--- src/rtl/stream_fifo.sv ---
// stream_fifo: flip-flop circular FIFO with valid/ready on both sides,
// first-word-fall-through head, occupancy count, level flags and flush.
module stream_fifo #(
    parameter int  WIDTH    = 8,
    parameter int  DEPTH    = 4,
    parameter int  AF_LEVEL = DEPTH - 1,
    parameter int  AE_LEVEL = 1,
    localparam int CW       = $clog2(DEPTH + 1),
    localparam int PW       = $clog2(DEPTH)
) (
    input  logic             clk,
    input  logic             rst,
    input  logic             flush,
    input  logic             in_valid,
    output logic             in_ready,
    input  logic [WIDTH-1:0] in_data,
    output logic             out_valid,
    input  logic             out_ready,
    output logic [WIDTH-1:0] out_data,
    output logic [CW-1:0]    count,
    output logic             almost_full,
    output logic             almost_empty
);

    localparam logic [CW-1:0] CNT_FULL = CW'(DEPTH);
    localparam logic [CW-1:0] CNT_AF   = CW'(AF_LEVEL);
    localparam logic [CW-1:0] CNT_AE   = CW'(AE_LEVEL);
    localparam logic [PW-1:0] PTR_LAST = PW'(DEPTH - 1);

    logic [WIDTH-1:0] mem_q [DEPTH];
    logic [WIDTH-1:0] mem_d [DEPTH];
    logic [PW-1:0]    wr_ptr_q, wr_ptr_d;
    logic [PW-1:0]    rd_ptr_q, rd_ptr_d;
    logic [CW-1:0]    count_q, count_d;
    logic             live_q, live_d;
    logic             push, pop;

    // live_q holds in_ready low until the first edge after reset release
    assign in_ready     = live_q && (count_q != CNT_FULL);
    assign out_valid    = (count_q != '0);
    assign out_data     = mem_q[rd_ptr_q];
    assign count        = count_q;
    assign almost_full  = (count_q >= CNT_AF);
    assign almost_empty = (count_q <= CNT_AE);

    assign push = in_valid && in_ready;
    assign pop  = out_valid && out_ready;

    always_comb begin
        mem_d    = mem_q;
        wr_ptr_d = wr_ptr_q;
        rd_ptr_d = rd_ptr_q;
        count_d  = count_q;
        live_d   = 1'b1;
        if (flush) begin
            wr_ptr_d = '0;
            rd_ptr_d = '0;
            count_d  = '0;
        end else begin
            if (push) begin
                mem_d[wr_ptr_q] = in_data;
                wr_ptr_d = (wr_ptr_q == PTR_LAST) ? '0 : wr_ptr_q + PW'(1);
            end
            if (pop) begin
                rd_ptr_d = (rd_ptr_q == PTR_LAST) ? '0 : rd_ptr_q + PW'(1);
            end
            if (push && !pop) begin
                count_d = count_q + CW'(1);
            end else if (pop && !push) begin
                count_d = count_q - CW'(1);
            end
        end
    end

    always_ff @(posedge clk or negedge rst) begin
        if (!rst) begin
            for (int i = 0; i < DEPTH; i++) begin
                mem_q[i] <= '0;
            end
            wr_ptr_q <= '0;
            rd_ptr_q <= '0;
            count_q  <= '0;
            live_q   <= 1'b0;
        end else begin
            mem_q    <= mem_d;
            wr_ptr_q <= wr_ptr_d;
            rd_ptr_q <= rd_ptr_d;
            count_q  <= count_d;
            live_q   <= live_d;
        end
    end

endmodule

--- config.mk ---
export PLATFORM = sky130hd
export DESIGN_NAME = stream_fifo
export DESIGN_NICKNAME = d
export VERILOG_FILES = /design/src/rtl/stream_fifo.sv
export SDC_FILE = /design/constraint.sdc
export NUM_CORES = 1
export LEC_CHECK = 0
export BUFFER_PORTS_ARGS = -buffer_cell sky130_fd_sc_hd__clkbuf_2
export CAP_MARGIN = 20
export CORE_MARGIN = 3
export CORE_UTILIZATION = 40
export CTS_CLUSTER_SIZE = 20
export DETAILED_ROUTE_END_ITERATION = 7
export GPL_TIMING_DRIVEN = 0
export PLACE_DENSITY = 0.62
export SLEW_MARGIN = 20
export SYNTH_ARGS = -nofsm -noshare
export SYNTH_HDL_FRONTEND = slang
export SYNTH_SLANG_ARGS = --single-unit
--- constraint.sdc ---
create_clock -name clk -period 1.6 [get_ports clk]
set_input_delay 0.08 -clock clk [delete_from_list [all_inputs] [get_ports clk]]
set_output_delay 0.08 -clock clk [all_outputs]
set_load 0.005 [all_outputs]
==> flow_metrics.py <==
metrics = {
    "run_status": {
        "status": "complete, but fails checks",
        "violations": "negative setup slack",
    },
    "final_layout": {
        "fillers": 447,
        "layout_commonest_cell": "dfrtp_1",
        "syn2layout_area_growth_pct": 22.55,
        "diodes": 0,
        "final_cell_mix": "39 x dfrtp_1, 33 x mux2_4, 25 x clkbuf_2, 12 x buf_4, 9 x nand2_1",
        "final_cell_area_um2": 2679,
        "drive_gt1_share_pct": 59.28,
        "register_area_um2": 1002,
        "final_nets": 216,
        "multi_input_area_um2": 1105,
        "finalNonFillerCells": 264,
    },
    "sta": {
        "fin_ws_ns": -0.08204,
        "max_freq_mhz": 594.5,
        "finalMaxSlewViolations": 0,
        "layout_min_cycle_time_ns": 1.682,
        "setup_viol": 36,
        "slew_headroom_pct": 38.79,
        "hold_violations": 0,
        "worst_slew_pin_slew_ns": 0.9181,
        "tns_ns": -2.114,
        "fin_worst_skew_ns": 0.007364,
        "period_share_pct": 105.1,
        "rsz0062_at_grt": "true",
    },
    "synthesis": {
        "seq_area_frac_synth_pct": 45.79,
        "synthMuxAreaShare_pct": 30.91,
        "syn_nets": 169,
        "syn-instance-count": 146,
        "synth_xor_xnor_area_share_pct": 0.8014,
        "yosys_warnings": 0,
        "synthSimpleGateAreaFrac_pct": 7.785,
        "yosys_register_bits": 40,
        "synthAdderAreaFrac_pct": 5.724,
        "synth_compound_area_share_pct": 3.320,
        "synth_top_family_by_area": "multiplexers",
        "synth.distinct_cells": 27,
        "avgSynthCellArea_um2": 14.97,
        "netlist_area_um2": 2186,
    },
    "clocking": {
        "path_clk_slew_ns": 0.08,
        "clk_latency_ns": 0.29,
        "cts_buffers": 5,
        "cts_max_level": 2,
        "cts_tree": "done",
        "clkSinkCount": 40,
        "cts_root_buf": "clkbuf_8",
        "cts_buffer_depth": 2,
    },
    "critical_path": {
        "path_buf_inv": 2,
        "cp_top_family": "simple AND/OR/NAND/NOR gates",
        "endpoint_kind": "register",
        "critPathSlowestCell": "dfrtp_1",
        "cp_cell_sequence": "inv_2, ha_4, and2_4, buf_4, or2_4, or3_1, a21oi_1",
        "arrival_ns": 1.89,
        "crit_type": "reg2reg",
        "crit_start": "count[0]",
        "ff2ff_setup_slack_ns": -0.08,
        "crit_required_ns": 1.81,
        "worst_r2r_endpoint": "wr_ptr_q[0]",
        "path_max_fanout": 5,
        "cpPeakStageDelay_ns": 0.38,
        "rr_startpoint": "count[0]",
        "reg2reg_depth": 7,
        "cp-start-kind": "register",
    },
    "hold_path": {
        "worstHoldEndpoint": "mem_q[29]",
        "hp-class": "in2reg",
        "holdCritStartpoint": "in_data[5]",
        "whs_path_depth": 2,
    },
    "pwr": {
        "p_per_area_nw_per_um2": 1453,
        "ir_drop_mv": 0.9787,
        "power_leakage_nw": 1.250,
    },
    "drt": {
        "first_pass_iters": 5,
        "routed_wl_um": 4323,
        "vias": 1331,
        "drc_errors": 0,
        "vias_per_cell": 5.042,
        "wl_per_cell_um": 16.38,
        "drt-initial-drc-count": 50,
        "ant_nets": 0,
    },
    "floorplan": {
        "io_pins": 28,
        "start_util_pct": 42.00,
        "num_rows": 26,
        "core_um2": 5205,
        "die_x_um": 79.93,
        "fp.dieH_um": 79.93,
        "die_area_um2": 6388,
    },
    "placed_design": {
        "gp_congestion": 0.8064,
        "hpwl_um": 2829,
        "postPlaceCellArea_um2": 2424,
        "port_buffers": 26,
        "dp_cells": 242,
    },
    "grt": {
        "grt_max_degree": 41,
        "overflow": 0,
        "grt_util_all_layers_pct": 15.17,
        "grt_pass1_wl_um": 7355,
        "antenna_found_initial": 0,
        "grt_pass1_vias": 1445,
    },
    "flow_run": {
        "max_cap_violations": 0,
    },
}
[worst max-delay path by stage]
stage,endpoint,slack [ns],cells after the start
floorplan,mem_q[0],-0.09,7
global placement,mem_q[16],-0.21,7
detailed placement,mem_q[25],-0.25,7
CTS,mem_q[30],-0.14,7
global route,mem_q[18],-0.14,7
finish,wr_ptr_q[0],-0.08,7
[metrics by stage]
stage / util, % / hold slack [ns] / setup WS, ns / power [mW]
finish: 51.47 / 0.07437 / -0.08204 / 3.892
CTS: 50.53 / 0.07341 / -0.1401 / 3.826
detailed placement: 46.56 / 0.2970 / -0.2466 / 2.937
global route: 51.47 / 0.07370 / -0.1384 / 4.147
global placement: 46.56 / 0.2690 / -0.2149 / 2.871
floorplan: - / -0.2156 / -0.08630 / 2.487
[per-layer routing]
metal / global-route usage, % / vias up / wire (um)
li1: - / 606 / -
met1: 20.30 / 672 / 1961
met2: 22.76 / 41 / 2029
met3: 4.853 / 12 / 238
met4: 5.912 / 0 / 95
met5: 0 / - / 0
[power breakdown]
group,internal (mW),switching (mW)
combinational,1.09,0.661
clock,0.350,0.349
sequential,1.27,0.172
total,2.71,1.18
[logic make-up (layout without fill, tap and decap cells)]
group	after synthesis	after routing
buffers and inverters	13	61
adders and majority gates	10	10
DFF	40	40
xor gates and xnor gates	2	2
muxes	41	41
AOI/OAI and AO/OA	12	12
other	1	1
and+or+nand+nor	27	27
[Yosys cell counts (all sizes together)]
master / instances / share of area, %
dfrtp: 40 / 46
mux2: 33 / 23
ha: 10 / 5.7
nand2: 9 / 1.5
mux4: 8 / 8.2
buf: 7 / 4.4
and2: 6 / 2.3
a21oi: 5 / 1.1
inv: 5 / 0.86
nor2: 4 / 0.69
o21ai: 3 / 0.69
or3: 3 / 0.86
a211oi: 2 / 0.69
nor3: 2 / 0.97
xnor2: 2 / 0.80
a221oi: 1 / 0.40
a311oi: 1 / 0.40
and2b: 1 / 0.40
clkbuf: 1 / 0.23
conb: 1 / 0.17
nand2b: 1 / 0.63
or2: 1 / 0.40
[layout make-up]
type | count | area share [%]
multi-input cells | 93 | 41.24
flip-flops and latches | 40 | 37.41
repair buffers | 41 | 9.949
plain buffers | 7 | 3.923
well taps | 70 | 3.269
clock buffers | 7 | 3.223
inverters | 5 | 0.7006
clock inverters | 1 | 0.2802
[sequential cells by signal, indices dropped and copies added, names as in the netlist]
name      flops
mem_q        32
rd_ptr_q      2
live_q        1
count         3
wr_ptr_q      2
[repair_timing]
action,CTS,global route
pin swaps,7,6
hold endpoints to repair,40,0
gates cloned,1,0
setup endpoints to repair,45,45
hold buffers,1,0
resized for setup,8,9
buffers inserted,9,4
Power figures use the tool's default switching activity.
